==> src/rtl/ntt_addr_gen.sv <==
// ntt_addr_gen: streams butterfly operand address pairs and twiddle indices for one NTT/INTT stage
//   clk, srst (sync, active-high)
//   start/stage/inverse : sweep request, sampled only in IDLE; illegal stage pulses err
//   valid/ready         : beat handshake; addr_a/addr_b/tw_idx carry LANES lanes of LOG2N bits
//   last                : final beat of the stage; busy while sweeping; done pulses after last accept
module ntt_addr_gen #(
  parameter int N     = 256,
  parameter int LOG2N = 8,
  parameter int LANES = 2,
  parameter int STW   = 4
) (
  input  logic                   clk,
  input  logic                   srst,
  input  logic                   start,
  input  logic [STW-1:0]         stage,
  input  logic                   inverse,
  input  logic                   ready,
  output logic                   valid,
  output logic [LANES*LOG2N-1:0] addr_a,
  output logic [LANES*LOG2N-1:0] addr_b,
  output logic [LANES*LOG2N-1:0] tw_idx,
  output logic                   last,
  output logic                   busy,
  output logic                   done,
  output logic                   err
);
  localparam int B  = N / (2 * LANES);
  localparam int BW = $clog2(B);
  typedef enum logic [1:0] {IDLE, RUN, FIN} state_t;
  state_t state_q, state_d;
  logic [BW-1:0] b_q, b_d;
  logic [STW-1:0] stg_q, stg_d;
  logic inv_q, inv_d, err_d, run_d;
  logic [LANES*LOG2N-1:0] a_d, bb_d, tw_d;
  // Returns {tw_idx, addr_b, addr_a} for butterfly k; all arithmetic wraps at LOG2N bits,
  // so the inverse index (2<<s)-1-group stays correct even when 2<<s overflows.
  function automatic logic [3*LOG2N-1:0] lane_calc(input logic [LOG2N-1:0] k,
                                                   input logic [STW-1:0] s, input logic inv);
    logic [LOG2N-1:0] len, grp, a;
    len = LOG2N'(N >> (int'(s) + 1));
    grp = k >> (LOG2N - 1 - int'(s));
    a   = (grp << (LOG2N - int'(s))) + (k & (len - 1'b1));
    return {inv ? (LOG2N'(2) << s) - LOG2N'(1) - grp : (LOG2N'(1) << s) + grp, a + len, a};
  endfunction
  // Lane outputs are computed from next-state values so the registered outputs line up with b_q.
  for (genvar i = 0; i < LANES; i++) begin : g_lane
    logic [3*LOG2N-1:0] r;
    assign r = lane_calc(LOG2N'(int'(b_d) * LANES + i), stg_d, inv_d);
    assign a_d[i*LOG2N +: LOG2N]  = r[0 +: LOG2N];
    assign bb_d[i*LOG2N +: LOG2N] = r[LOG2N +: LOG2N];
    assign tw_d[i*LOG2N +: LOG2N] = r[2*LOG2N +: LOG2N];
  end
  always_comb begin
    state_d = state_q;
    b_d     = b_q;
    stg_d   = stg_q;
    inv_d   = inv_q;
    err_d   = 1'b0;
    unique case (state_q)
      IDLE: if (start) begin
        if (int'(stage) <= LOG2N - 1) begin
          state_d = RUN;
          b_d     = '0;
          stg_d   = stage;
          inv_d   = inverse;
        end else err_d = 1'b1;
      end
      RUN:  if (ready) begin
        if (b_q == BW'(B - 1)) state_d = FIN;
        else b_d = b_q + 1'b1;
      end
      FIN:  state_d = IDLE;
      default: state_d = IDLE;
    endcase
    run_d = state_d == RUN;
  end
  always_ff @(posedge clk) begin
    if (srst) begin
      state_q <= IDLE;
      b_q     <= '0;
      stg_q   <= '0;
      inv_q   <= 1'b0;
      valid   <= 1'b0;
      addr_a  <= '0;
      addr_b  <= '0;
      tw_idx  <= '0;
      last    <= 1'b0;
      busy    <= 1'b0;
      done    <= 1'b0;
      err     <= 1'b0;
    end else begin
      state_q <= state_d;
      b_q     <= b_d;
      stg_q   <= stg_d;
      inv_q   <= inv_d;
      valid   <= run_d;
      addr_a  <= run_d ? a_d : '0;
      addr_b  <= run_d ? bb_d : '0;
      tw_idx  <= run_d ? tw_d : '0;
      last    <= run_d && b_d == BW'(B - 1);
      busy    <= run_d;
      done    <= state_d == FIN;
      err     <= err_d;
    end
  end
endmodule

==> config.mk <==
export PLATFORM = sky130hd
export DESIGN_NAME = ntt_addr_gen
export DESIGN_NICKNAME = d
export VERILOG_FILES = /design/src/rtl/ntt_addr_gen.sv
export SDC_FILE = /design/constraint.sdc
export NUM_CORES = 1
export LEC_CHECK = 0
export BUFFER_PORTS_ARGS = -buffer_cell sky130_fd_sc_hd__buf_2
export CORE_ASPECT_RATIO = 1.5
export CORE_UTILIZATION = 45
export DETAILED_ROUTE_END_ITERATION = 12
export HOLD_SLACK_MARGIN = 0.05
export PLACE_DENSITY = 0.61
export SYNTH_ARGS = -nofsm -noshare
export SYNTH_HDL_FRONTEND = slang
export SYNTH_SLANG_ARGS = --single-unit
==> constraint.sdc <==
create_clock -name clk -period 9.7 [get_ports clk]
set_clock_uncertainty 0.15 [all_clocks]
set_input_delay 0.485 -clock clk [delete_from_list [all_inputs] [get_ports clk]]
set_output_delay 0.485 -clock clk [all_outputs]
set_load 0.02 [all_outputs]
==> impl_metrics.tcl, run 1 <==
set metrics [dict create \
    status "completed" \
    ant_nets 0 \
    slew_headroom_pct 28.2 \
    final_cell_count_no_fill 804 \
    drc 0 \
    finalCritPeriodShare_pct 66.7 \
    leakage_nw 2.70 \
    rrSetupSlack_ns 3.23 \
    yosys-top-cells-area "dfxtp_1, ha_1, xnor2_1, a21oi_1, nor2_1" \
    post-place-cells 788 \
    finalSetupViolations 0 \
    start_util_pct 46.5 \
    dp_hpwl_um 11000 \
    gr-usage-all-layers_pct 25.9 \
    ys_warn_count 0 \
    ir_drop_mv 0.0942 \
    portBuffers 61 \
    busiest_layer "met2" \
    design_area_sq_mm 0.00565 \
    met3_usage_pct 3.77 \
    async_flop_share_pct 0 \
    clockBufferDepth 2 \
    synth_flop_cell "dfxtp_1" \
    worstSetupPathType "reg -> reg" \
    gp_congestion 0.962 \
    htree_levels 3 \
    first_iter_violations 166 \
    area_growth_pct 14.2 \
    clock_latency_ns 0.34 \
    fin_setup_tns_ns 0 \
    final_layout_size_suffix_gt1_share_pct 14.2 \
    syn_nets 671 \
    min_period_ns 6.47 \
    drt-total-wl_um 14100 \
    cts_setup_buffers 0 \
    tightest_slew_ns 1.07 \
    synth_area_per_cell_sq_um 8.18 \
    coreArea_sq_mm 0.0106 \
    synth_top_area_share_pct 26.3 \
    synth_seq_area_share_pct 26.3 \
    grt-ovfl-total 0 \
    final_core_util_pct 53.1 \
    vias 4543 \
    final_common_cell "dfxtp_1" \
    grt_setup_unrepaired "false" \
    synth_enable_flop_cells 0 \
    clock_sinks 65 \
    die_h_um 130 \
    p_total_mw 0.850 \
    slew_violations 0 \
    cts_root_buf "clkbuf_16" \
    crit_arrival_ns 6.57 \
    synth.distinct_cells 70 \
    multi_input_area_sq_mm 0.00341 \
    yosysTopAreaCell "dfxtp_1" \
    synth_area_sq_mm 0.00495 \
    synth_cells 605 \
    die_w_um 87.6 \
    required_ns 9.81 \
    globalRouteMet2Util_pct 47.0 \
    drt_pass1_iterations 4 \
    register_area_sq_mm 0.00130 \
    cts_buffers 9 \
    dpl_cell_area_sq_mm 0.00534 \
    grt_max_degree 35 \
    grt_first_pass_wirelength_um 22300 \
    hold_buffers 0 \
    maxCapViolations 0 \
    hold_violations 0 \
    use_met1_pct 29.5 \
    powerDensity_mw_per_mm2 150 \
    grt_pass1_vias 4304 \
    min_path_type "in -> reg" \
    antenna_found_initial 0 \
    nFillCells 1059 \
    ios 62 \
    cp-end-kind "flop" \
    cts_tree "built" \
    fmax_mhz 155 \
    path_clk_slew_ns 0.06 \
    critical_path.max_fanout 28 \
    die_area_sq_mm 0.0114 \
    vias_per_cell 5.65 \
    wire_per_inst_um 17.5 \
    layout_common_cells "dfxtp_1, buf_2, nor2_1, ha_1" \
    cp-start-kind "flop" \
    postCtsResizedCells 0 \
    layout.nets 721 \
    diodes 0 \
    num_rows 46 \
    synth_seq_cells 65 \
]
## cells in the mapped netlist (5+ instances only)
master    number
nand2b_1       8
o21bai_1       9
clkbuf_1      19
xor2_1        13
inv_1         32
ha_1          51
nand4_1        5
a21oi_1       47
nand2_1       47
and3_1         8
nor3_1        24
and2_1        21
nand3_1       21
a21o_1        18
nor2b_1        8
xnor2_1       35
or3_1          8
fa_1           6
dfxtp_1       65
nor2_1        51
o21ai_0       23
a211oi_1       5
## flip-flops by register name, summed over array words and instances (netlist names)
| name | count |
|---|---|
| addr_a | 16 |
| addr_b | 16 |
| b_q | 6 |
| busy | 1 |
| done | 1 |
| err | 1 |
| inv_q | 1 |
| last | 1 |
| state_q | 2 |
| stg_q | 4 |
| tw_idx | 16 |
## critical path: stages (launching register included)
cell and delay (ns):
dfxtp_1 0.40, nor4b_4 0.28, buf_4 0.34, mux2_2 0.49
inv_1 0.43, ha_1 0.28, ha_1 0.37, nor2b_1 0.34
and3_1 0.27, ha_1 0.18, inv_1 0.05, fa_1 0.40
xnor2_1 0.32, ha_1 0.34, a21oi_1 0.24, o21bai_1 0.13
a2111oi_0 0.58, o21ai_0 0.23, a21o_1 0.22, and4_1 0.18
nor3_1 0.15
## cells by family after synthesis
| group | count (synthesis) | share of synthesized area (%) |
|---|---|---|
| muxes | 6 | 1.52 |
| and+or+nand+nor | 224 | 23.6 |
| adders and majority gates | 57 | 15.3 |
| buffers and inverters | 59 | 4.83 |
| DFF | 65 | 26.3 |
| xor gates and xnor gates | 49 | 8.95 |
| AOI/OAI and AO/OA | 145 | 19.4 |
## path summary, 6_finish.rpt
kind | start | end | depth (start not counted)
worst min register to register | b_q[0]$_SDFF_PP0_ | last$_SDFF_PP0_ | 3
worst max register to register | state_q[0]$_SDFF_PP0_ | addr_b[15]$_SDFF_PP0_ | 20
worst max-delay path | state_q[0]$_SDFF_PP0_ | addr_b[15]$_SDFF_PP0_ | 20
worst min-delay path | start | err$_SDFF_PP0_ | 2
## layer usage
layer / part of all wire [%] / wire length (um)
met5: 0 / 0
met3: 3.4 / 479
met4: 3.5 / 496
met2: 53 / 7430
met1: 40 / 5650
## layout make-up
class                      instances  share of cell area, %
tap                              144                   3.19
inverter                          34                   2.26
sequential                        65                   23.0
clock inverter                     6                   1.17
clock buffer                      10                   4.23
timing repair buffer              64                   5.80
multi-input combinational        481                   60.3
## stage by stage
stage / worst slack, ns / hold slack [ns]
2_1_floorplan: 3.99 / 0.414
3_3_place_gp: 3.33 / 0.515
3_5_place_dp: 3.13 / 0.528
4_1_cts: 3.31 / 0.313
5_1_grt: 2.76 / 0.328
6_report: 3.23 / 0.314
## power breakdown
group | switching [mW] | total (mW) | internal [mW]
combinational | 0.146 | 0.236 | 0.0902
clock | 0.125 | 0.331 | 0.207
sequential | 0.00476 | 0.283 | 0.278
No activity file was read; power rests on OpenSTA's default activity.
==> run 2: changes to the inputs <==
==> constraint.sdc (replaced) <==
create_clock -name clk -period 6.75 [get_ports clk]
set_clock_uncertainty 0.15 [all_clocks]
set_input_delay 0.3375 -clock clk [delete_from_list [all_inputs] [get_ports clk]]
set_output_delay 0.3375 -clock clk [all_outputs]
set_load 0.02 [all_outputs]
==> impl_metrics.tcl, run 2 (synthesis gave the netlist of run 1 again) <==
set metrics [dict create \
    use_met1_pct 27.6 \
    r2r_cells 20 \
    gp_congestion 0.952 \
    crit-reg2reg-launch "state_q[0]$_SDFF_PP0_" \
    grt_pass1_vias 4549 \
    finalCritPeriodShare_pct 90.1 \
    cp-end-kind "flop" \
    final_core_util_pct 53.8 \
    clock_latency_ns 0.34 \
    min_period_ns 6.08 \
    grt_setup_unrepaired "false" \
    slew_headroom_pct 46.4 \
    r2r-end "addr_b[15]$_SDFF_PP0_" \
    coreArea_sq_mm 0.0106 \
    finalSetupViolations 0 \
    drt-total-wl_um 14100 \
    place_ws_ns 0.715 \
    setup_slack_ns 0.666 \
    area_growth_pct 15.9 \
    layout.nets 729 \
    busiest_layer "met2" \
    maxCapViolations 0 \
    globalRouteMet2Util_pct 47.7 \
    ant_nets 0 \
    final_common_cell "dfxtp_1" \
    powerDensity_mw_per_mm2 220 \
    critical_path.max_fanout 13 \
    min_path_type "in -> reg" \
    p_seq_share_pct 32.2 \
    vias_per_cell 5.59 \
    hold_buffers 0 \
    p_total_mw 1.26 \
    met3_usage_pct 5.34 \
    htree_levels 3 \
    first_iter_violations 186 \
    fmax_mhz 164 \
    path_clk_slew_ns 0.06 \
    p_int_mw 0.866 \
    cp-start-kind "flop" \
    worstSetupPathType "reg -> reg" \
    dp_hpwl_um 11300 \
    ios 62 \
    required_ns 6.86 \
    rrSetupSlack_ns 0.67 \
    nFillCells 1072 \
    cts_tree "built" \
    pwr-share-clk_pct 40.5 \
    start_util_pct 46.5 \
    cts_buffers 9 \
    power_switching_mw 0.393 \
    comb_power_share_pct 27.3 \
    gr-usage-all-layers_pct 26.6 \
    status "completed" \
    grt_first_pass_wirelength_um 22800 \
    grt_max_degree 35 \
    crit_arrival_ns 6.19 \
    clock_sinks 65 \
    cts_setup_buffers 0 \
    drt_pass1_iterations 5 \
    diodes 0 \
    portBuffers 61 \
    layout_common_cells "dfxtp_1, buf_2, nor2_1, ha_1" \
    die_h_um 130 \
    hp-start "start" \
    reg.largest.list "addr_a (16), addr_b (16), tw_idx (16)" \
    clockBufferDepth 2 \
    tightest_slew_ns 0.804 \
    sw_frac_of_total_pct 31.2 \
    postCtsResizedCells 0 \
    die_area_sq_mm 0.0114 \
    leakage_nw 2.74 \
    ir_drop_mv 0.123 \
    cts_root_buf "clkbuf_16" \
    antenna_found_initial 0 \
    final_layout_size_suffix_gt1_share_pct 15.3 \
    wire_per_inst_um 17.4 \
    fin_setup_tns_ns 0 \
    hold_violations 0 \
    post-place-cells 796 \
    slew_violations 0 \
    final_cell_count_no_fill 812 \
    num_rows 46 \
    vias 4537 \
    drc 0 \
    grt-ovfl-total 0 \
    die_w_um 87.6 \
    min_path_cells 2 \
    holdPathEnd "err$_SDFF_PP0_" \
]
[run 2: changes by cell type in the layout (fill, tap and decap cells not counted), sizes merged]
cell,delta
bufinv,+1
clkinvlp,+2
buf,+8
clkinv,-3
[run 2: routing by layer]
layer / vias up / routed length (um) / part of all wire, %
li1: 2269 / - / -
met1: 2101 / 5620 / 40
met2: 125 / 7290 / 52
met3: 42 / 504 / 3.6
met4: 0 / 739 / 5.2
met5: - / 0 / 0
[run 2: power groups by stage]
stage	registers (mW)	logic [mW]	clock network (mW)
after floorplan	0.430	0.241	0
after global placement	0.414	0.335	0
after detailed placement	0.414	0.339	0
after CTS	0.406	0.343	0.526
after global routing	0.408	0.379	0.540
final	0.406	0.343	0.510
[run 2: critical path, cell delays in order (launching register included)]
cell       delay [ns]
dfxtp_1          0.40
or4b_1           0.80
mux2i_4          0.55
nand2_1          0.11
o32ai_1          0.17
o21ai_0          0.15
a21oi_1          0.65
a22oi_1          0.31
a21oi_1          0.24
ha_1             0.29
a21oi_1          0.18
o21bai_1         0.11
a21o_1           0.19
a21oi_1          0.16
xnor2_1          0.11
ha_1             0.20
a2111oi_0        0.47
o21ai_0          0.22
a21o_1           0.22
and4_1           0.18
nor3_1           0.12
[run 2: worst max-delay path by stage]
| stage | startpoint | endpoint | slack, ns |
|---|---|---|---|
| floorplan | state_q[0]$_SDFF_PP0_ | addr_b[15]$_SDFF_PP0_ | 1.10 |
| global placement | stage[3] | addr_b[7]$_SDFF_PP0_ | 0.81 |
| detailed placement | stage[3] | addr_b[15]$_SDFF_PP0_ | 0.71 |
| CTS | state_q[0]$_SDFF_PP0_ | addr_b[15]$_SDFF_PP0_ | 0.74 |
| global route | state_q[0]$_SDFF_PP0_ | addr_b[15]$_SDFF_PP0_ | 0.24 |
| finish | state_q[0]$_SDFF_PP0_ | addr_b[15]$_SDFF_PP0_ | 0.67 |
[run 2: final cells by class]
class | instances | area [sq um] | share of cell area [%]
Multi-Input combinational cell | 481 | 3410 | 59.4
Sequential cell | 65 | 1300 | 22.7
Timing Repair Buffer | 72 | 388 | 6.77
Clock buffer | 10 | 239 | 4.17
Tap cell | 144 | 180 | 3.14
Inverter | 34 | 128 | 2.23
Clock inverter | 6 | 88.8 | 1.55
[run 2: metrics by stage]
stage | instance area (sq um) | hold slack [ns]
after floorplan | 4950 | 0.266
after global placement | 5400 | 0.515
after detailed placement | 5400 | 0.512
after CTS | 5730 | 0.169
after global routing | 5730 | 0.184
final | 5730 | 0.181
